### src/rtl/mem_port_arbiter.sv
// Merges the instruction and data MemPorts onto one downstream MemPort with
// round-robin arbitration, request locking and saturating grant/contention counters.
module mem_port_arbiter #(
    parameter int ADDR_W = 32,
    parameter int DATA_W = 32,
    parameter int CNT_W  = 32
) (
    input  logic                  clk,
    input  logic                  rst_n,

    input  logic                  i_valid,
    output logic                  i_ready,
    input  logic [ADDR_W-1:0]     i_addr,
    output logic [DATA_W-1:0]     i_rdata,

    input  logic                  d_valid,
    output logic                  d_ready,
    input  logic [ADDR_W-1:0]     d_addr,
    input  logic                  d_write_en,
    input  logic [DATA_W/8-1:0]   d_byte_en,
    input  logic [DATA_W-1:0]     d_wdata,
    output logic [DATA_W-1:0]     d_rdata,

    output logic                  m_valid,
    input  logic                  m_ready,
    output logic [ADDR_W-1:0]     m_addr,
    output logic                  m_write_en,
    output logic [DATA_W/8-1:0]   m_byte_en,
    output logic [DATA_W-1:0]     m_wdata,
    input  logic [DATA_W-1:0]     m_rdata,

    output logic [CNT_W-1:0]      cnt_i_grant,
    output logic [CNT_W-1:0]      cnt_d_grant,
    output logic [CNT_W-1:0]      cnt_conflict
);
    localparam logic [CNT_W-1:0] CNT_ONE = CNT_W'(1);

    typedef enum logic [1:0] {IDLE, LOCK_I, LOCK_D} state_t;

    state_t            state_q, state_d;
    logic              last_grant_q, last_grant_d;   // 1: data master won last
    logic              resp_sel_q, resp_sel_d;       // 1: response belongs to data master
    logic              resp_pend_q, resp_pend_d;
    logic [DATA_W-1:0] i_rdata_q, i_rdata_d;
    logic [DATA_W-1:0] d_rdata_q, d_rdata_d;

    logic              sel_d;
    logic              sel_valid;
    logic              xfer;

    // A locked owner is kept until m_ready; a fresh choice is only made in IDLE.
    always_comb begin
        sel_d     = 1'b0;
        sel_valid = 1'b0;
        case (state_q)
            LOCK_I: sel_valid = i_valid;
            LOCK_D: begin
                sel_d     = 1'b1;
                sel_valid = d_valid;
            end
            default: begin
                sel_valid = i_valid | d_valid;
                sel_d     = d_valid & (~i_valid | ~last_grant_q);
            end
        endcase
    end

    assign m_valid    = rst_n & sel_valid;
    assign xfer       = m_valid & m_ready;
    assign i_ready    = m_valid & ~sel_d & m_ready;
    assign d_ready    = m_valid & sel_d & m_ready;
    assign m_addr     = sel_d ? d_addr : i_addr;
    assign m_write_en = sel_d & d_write_en;
    assign m_byte_en  = sel_d ? d_byte_en : '1;
    assign m_wdata    = sel_d ? d_wdata : '0;

    always_comb begin
        state_d      = IDLE;
        last_grant_d = last_grant_q;
        resp_sel_d   = resp_sel_q;
        resp_pend_d  = xfer;
        if (xfer) begin
            last_grant_d = sel_d;
            resp_sel_d   = sel_d;
        end else if (m_valid) begin
            state_d = sel_d ? LOCK_D : LOCK_I;
        end
        i_rdata_d = (resp_pend_q && !resp_sel_q) ? m_rdata : i_rdata_q;
        d_rdata_d = (resp_pend_q &&  resp_sel_q) ? m_rdata : d_rdata_q;
    end

    // Returned data passes straight through on its cycle and is held afterwards.
    assign i_rdata = i_rdata_d;
    assign d_rdata = d_rdata_d;

    always_ff @(posedge clk) begin
        if (!rst_n) begin
            state_q      <= IDLE;
            last_grant_q <= 1'b0;
            resp_sel_q   <= 1'b0;
            resp_pend_q  <= 1'b0;
            i_rdata_q    <= '0;
            d_rdata_q    <= '0;
        end else begin
            state_q      <= state_d;
            last_grant_q <= last_grant_d;
            resp_sel_q   <= resp_sel_d;
            resp_pend_q  <= resp_pend_d;
            i_rdata_q    <= i_rdata_d;
            d_rdata_q    <= d_rdata_d;
        end
    end

    logic [2:0]         cnt_inc;
    logic [3*CNT_W-1:0] cnt_flat;

    assign cnt_inc = {i_valid & d_valid, d_ready & d_valid, i_ready & i_valid};

    genvar gi;
    generate
        for (gi = 0; gi < 3; gi++) begin : g_cnt
            logic [CNT_W-1:0] cnt_q, cnt_d;

            always_comb begin
                cnt_d = cnt_q;
                if (cnt_inc[gi] && (cnt_q != '1)) begin
                    cnt_d = cnt_q + CNT_ONE;
                end
            end

            always_ff @(posedge clk) begin
                if (!rst_n) begin
                    cnt_q <= '0;
                end else begin
                    cnt_q <= cnt_d;
                end
            end

            assign cnt_flat[gi*CNT_W +: CNT_W] = cnt_q;
        end
    endgenerate

    assign cnt_i_grant  = cnt_flat[0*CNT_W +: CNT_W];
    assign cnt_d_grant  = cnt_flat[1*CNT_W +: CNT_W];
    assign cnt_conflict = cnt_flat[2*CNT_W +: CNT_W];

endmodule

### config.mk
export PLATFORM = sky130hd
export DESIGN_NAME = mem_port_arbiter
export DESIGN_NICKNAME = d
export VERILOG_FILES = /design/src/rtl/mem_port_arbiter.sv
export SDC_FILE = /design/constraint.sdc
export NUM_CORES = 1
export LEC_CHECK = 0
export CORE_MARGIN = 3
export CORE_UTILIZATION = 35
export CTS_BUF_LIST = sky130_fd_sc_hd__clkbuf_8
export CTS_CLUSTER_DIAMETER = 40
export DETAILED_ROUTE_END_ITERATION = 10
export PLACE_DENSITY = 0.72
export SLEW_MARGIN = 20
export SYNTH_ARGS = -nofsm -noshare
export SYNTH_HDL_FRONTEND = slang
export SYNTH_SLANG_ARGS = --single-unit
### constraint.sdc
create_clock -name clk -period 2.66 [get_ports clk]
set_input_delay 0.798 -clock clk [delete_from_list [all_inputs] [get_ports clk]]
set_output_delay 0.798 -clock clk [all_outputs]
set_load 0.02 [all_outputs]
Yosys cells after proc, flatten, opt, wreduce, memory -nomap -nowiden
Index checks and enable logic that the tools add are counted.
- bits in registers: 164
- input port bits: 138
- output and inout bits: 232
- logic and storage cells: 49
- $add $sub $neg: 3
- equal/unequal tests: 5
- muxes and demuxes: 8
- bitwise gates (word level): 18
- reduce and logical (&&, ||, !) cells: 7
- operator list (kind ; number):
    $mux W32 ; 4
    $add A32 B1 Y32 const B ; 3
    $ne A32 B32 Y1 const B ; 3
    $and A1 B1 Y1 ; 11
    $logic_and A1 B1 Y1 ; 5
    $not A1 Y1 ; 5
    $mux W4 ; 1
    $pmux W1 S2 ; 2
    $reduce_or A3 Y1 ; 1
    $eq A2 B1 Y1 const B ; 1
    $eq A2 B2 Y1 const B ; 1
    $mux W2 ; 1
    $or A1 B1 Y1 ; 2
    $logic_not A1 Y1 ; 1

Longest topological paths before layout
- word-level depth: 9
- gate-level depth with buffers: 9
- depth with buffers taken out: 8

Worst setup path after synthesis
OpenSTA, ideal clock, no wires.
- kind: input-to-output
- from: input d_valid
- to: output m_addr[11]
- arrival time: 1.941 ns
- required time: 1.862 ns
- setup slack: -0.079 ns
- stages: 6
- path buffers: 3
- path through: buf_2 -> a31o_2 -> clkbuf_1 -> buf_1 -> nand2_1 -> nand2_1
- cells in the longest elaborated chain, start to end: 3
- RTL lines (what ; RTL line ; RTL):
    start, declared ; 16 ; input logic d_valid,
    $and A1 B1 Y1 ; 63 ; sel_d = d_valid & (~i_valid | ~last_grant_q);
    $pmux W1 S2 ; 55 ; case (state_q)
    $mux W32 ; 72 ; assign m_addr = sel_d ? d_addr : i_addr;
    end, declared ; 26 ; output logic [ADDR_W-1:0] m_addr,
No other way between the ends.

Final worst setup path
- from: input d_valid
- to: output m_addr[4]
Same word-level chain as after synthesis.

==> metrics.md <==
| Metric | Value |
|---|---|
| Cell Count, Final, Fillers Out | 1710 |
| Min Clock Period, post-route | 2980 ps |
| Ratio of total power to cell area | 443.3 nW/um^2 |
| Setup violations, final | 106 |
| Average footprint of a synthesized cell | 8.621 um^2 |
| CTS sink cnt | ~160 |
| Total Die Area | 25710 um^2 |
| Number of antenna cells inserted | 0 |
| Clk_skew | 20.51 ps |
| Pin count of the biggest net entering global routing | 98 |
| Non-Filler Cell Area, Final | ~14000 um^2 |
| GRT Overall Usage | 24.99% |
| Crit path max fanout | 7 |
| Required arrival time at the worst endpoint | 1860 ps |
| Setup TNS | -21640 ps |
| Number of enable-type register cells in the synthesized netlist | 0 |
| Total leakage power | ~0.0057 uW |
| Highest Clock Rate | 335.6 MHz |
| CTS tree | built |
| Total clock buffers created by CTS | 17 |
| Commonest cells after routing, fill and taps aside | 230 x sky130_fd_sc_hd__clkdlybuf4s50_1, 162 x sky130_fd_sc_hd__dfxtp_1, 82 x sky130_fd_sc_hd__nand2_1, 71 x sky130_fd_sc_hd__buf_6, 67 x sky130_fd_sc_hd__and2_1 |
| Global-route wire length before repair | 50.60 mm |
| Post-synth top flop | sky130_fd_sc_hd__dfxtp_1 |
| Routability-driven placement congestion ratio | ~0.9 |
| Max IR drop VDD | ~0.22 mV |
| Count of distinct cell types in the synthesized netlist | 54 |
| DRC viols | 0 |
| Die height | 160.3 um |
| Delay of the slowest cell on the worst path | ~290 ps |
| Path class of the lowest-slack min-delay path | reg -> reg |
| Floorplan Core Area | around 23000 um^2 |
| Net total in the final layout | about 1500 |
| RSZ-0062 raised after global routing | yes |
| Actual slew at the worst max-slew pin | between 800 and 900 ps |
| IO Pins | 370 |
| Routed length per instance | roughly 20 um |
| Post-route worst setup slack | -319.9 ps |
| Area share of the largest cell type after synthesis | 39.38% |
| Cell mode on critical path | sky130_fd_sc_hd__buf_6 |
| Yosys warns | 0 |
| DIE WIDTH | 160.3 um |
| Number of flip-flops and latches in the synthesized netlist | 164 |
| Number of routed nets with antenna violations | 0 |
| Overall overflow remaining after global route | 0 |
| Final count of pins violating max slew | 0 |
| Count of port buffers added during placement | 369 |
| Critical path launch point type | input pin |
| Final design utilization | about 62% |
| Library cell with the largest summed area after synthesis | sky130_fd_sc_hd__dfxtp_1 |
| Area growth from synthesis to final layout | 71.23% |
| Series of cell instances along the critical path | clkdlybuf4s15_1, buf_4, a31oi_4, buf_6, buf_16, nand2_4, nand2_2, buf_6 |
| Period Utilization, post-route | 112.0% |
| # placed instances | approximately 1600 |
| Failing checks | negative setup slack |
| Net count after synthesis | 1110 |
| Result of the run | finished, violations left |
| Crit path capture type | primary output |
| Number of global-route vias before repair | 8584 |
| Relative slew slack | 42.73% |
| FFs w/ async S/R, synth | 0% |
| CTS H-tree depth | 4 |
| Routed via count | around 9000 |
| Routed vias/inst | approximately 5.3 |
| Worst-Skew Late Latency | 470 ps |
| Synthesized cell area | 8337 um^2 |
| Detailed router's first-iteration violation count | 555 |
| Most common cell after layout, fill and taps aside | sky130_fd_sc_hd__clkdlybuf4s50_1 |
| Worst-case clock buffer depth | 2 |
| Total of fill cells in the finished design | 1918 |
| Initial Util | 36.16% |
| Count of standard-cell rows | 55 |
| Total of max-cap violations | 0 |
| Number of antenna violations at the first check in global routing | 0 |
| Total cell area at the placement stage | 12740 um^2 |
| Root buf cell | sky130_fd_sc_hd__clkbuf_8 |
| Cell types occupying the most area after synthesis | sky130_fd_sc_hd__dfxtp_1 39%, sky130_fd_sc_hd__mux2_2 8.6%, sky130_fd_sc_hd__and2_1 7.6% |
| Aggregate routed wire length | between 30 and 40 mm |
| DR pass1 iterations | 5 |
| Cell with the biggest individual delay on the critical path | sky130_fd_sc_hd__clkdlybuf4s15_1 |
| Number of hold violations in the final report | 0 |
| DP HPWL | 24.96 mm |
| Clock-pin transition on the worst setup and hold timing paths | 90 ps |
| Critical path start-end classification | in -> out |
| Share of synthesized area occupied by flip-flops and latches | 39.38% |
| Fraction of final layout cells sized beyond drive strength 1 | 30.85% |
| Number of instances in the synthesized netlist | 967 |
| Data arrival, critical path | 2180 ps |
timing repair:
item	in CTS	in global routing
endpoints found under the hold margin	0	0
cloned	9	2
hold buffers	0	0
gates resized for setup	475	90
buffers inserted	15	7
endpoints found under the setup margin	139	134
pin swaps	47	31
state kept, by name (all words and copies together) (netlist names):
register,flops
cnt_i_grant,32
i_rdata_q,32
resp_sel_q,1
resp_pend_q,1
d_rdata_q,32
cnt_conflict,32
cnt_d_grant,32
state_q,2
final timing paths:
kind                                 startpoint         endpoint  slack [ps]  cells after the start
worst min-delay path            cnt_i_grant[27]  cnt_i_grant[27]         500                      2
worst max-delay path                    d_valid        m_addr[4]        -320                      8
worst min register to register  cnt_i_grant[27]  cnt_i_grant[27]         500                      2
worst max register to register       state_q[0]   cnt_d_grant[7]         100                     12
cell usage after synthesis (3+ instances only):
cell and count:
sky130_fd_sc_hd__buf_2 5, sky130_fd_sc_hd__nand3_1 34, sky130_fd_sc_hd__and4_1 10, sky130_fd_sc_hd__nand4_1 26
sky130_fd_sc_hd__nand2_1 157, sky130_fd_sc_hd__and2_1 101, sky130_fd_sc_hd__a21oi_1 46, sky130_fd_sc_hd__o211ai_1 7
sky130_fd_sc_hd__or3_1 12, sky130_fd_sc_hd__nor3b_1 4, sky130_fd_sc_hd__buf_1 8, sky130_fd_sc_hd__inv_1 19
sky130_fd_sc_hd__or2_2 3, sky130_fd_sc_hd__dfxtp_1 164, sky130_fd_sc_hd__a21oi_2 5, sky130_fd_sc_hd__nor4_1 18
sky130_fd_sc_hd__and3_1 12, sky130_fd_sc_hd__ha_1 5, sky130_fd_sc_hd__or4_2 4, sky130_fd_sc_hd__or3_2 6
sky130_fd_sc_hd__o41ai_1 6, sky130_fd_sc_hd__nor4b_1 5, sky130_fd_sc_hd__o311ai_0 6, sky130_fd_sc_hd__o31ai_1 35
sky130_fd_sc_hd__nand2b_1 26, sky130_fd_sc_hd__mux2i_1 24, sky130_fd_sc_hd__xnor2_1 9, sky130_fd_sc_hd__clkbuf_1 41
sky130_fd_sc_hd__or4_1 31, sky130_fd_sc_hd__o21ai_2 5, sky130_fd_sc_hd__o21ai_0 17, sky130_fd_sc_hd__nor2_1 20
sky130_fd_sc_hd__mux2_2 64, sky130_fd_sc_hd__nor3_1 9
where the power goes:
part / leakage, uW / internal (uW) / switching, uW
sequential: 0.00133 / 2500 / 19.4
combinational: 0.00415 / 971 / 883
clock: 0.000205 / 880 / 1070
per-layer routing:
| layer | track usage [%] | part of all wire (%) | routed length [um] | up-vias |
|---|---|---|---|---|
| li1 | - | - | - | 4302 |
| met1 | 28.14 | 38 | 12990 | 4263 |
| met2 | 43.85 | 50 | 16990 | 389 |
| met3 | 7.170 | 7.3 | 2491 | 63 |
| met4 | 11.20 | 4.4 | 1508 | 0 |
| met5 | 0 | 0 | 0 | - |
logic make-up (layout without fill, tap and decap cells):
family	Yosys count	after routing	synth area share, %
xor gates and xnor gates	10	10	1.141
and+or+nand+nor	486	486	32.06
adders and majority gates	5	5	0.7504
AOI/OAI and AO/OA	136	136	11.14
muxes	88	88	11.53
buffers and inverters	78	508	4.007
DFF	164	164	39.38
stage by stage:
step	hold WS, ps	setup slack [ps]	power [uW]
after floorplan	513.5	11.27	3178
after global placement	472.6	-900.9	3998
after detailed placement	489.8	-892.3	4012
after CTS	505.5	-315.0	6258
after global routing	534.9	-358.1	6577
final	499.7	-319.9	6328
area by class of cell:
class | instances | area, um^2 | share of cell area (%)
multi-input combinational | 725 | 5249 | 36.77
tap | 313 | 391.6 | 2.743
clock inverter | 15 | 192.7 | 1.350
clock buffer | 17 | 234.0 | 1.639
timing repair buffer | 456 | 4845 | 33.94
sequential | 164 | 3286 | 23.02
inverter | 20 | 77.57 | 0.5434
worst max-delay path, delay by kind of cell:
kind | cells | cell delay [ps]
compound gates | 1 | 280
buf+inv | 5 | 980
simple gates | 2 | 130
(Power assumes the default switching activity.)
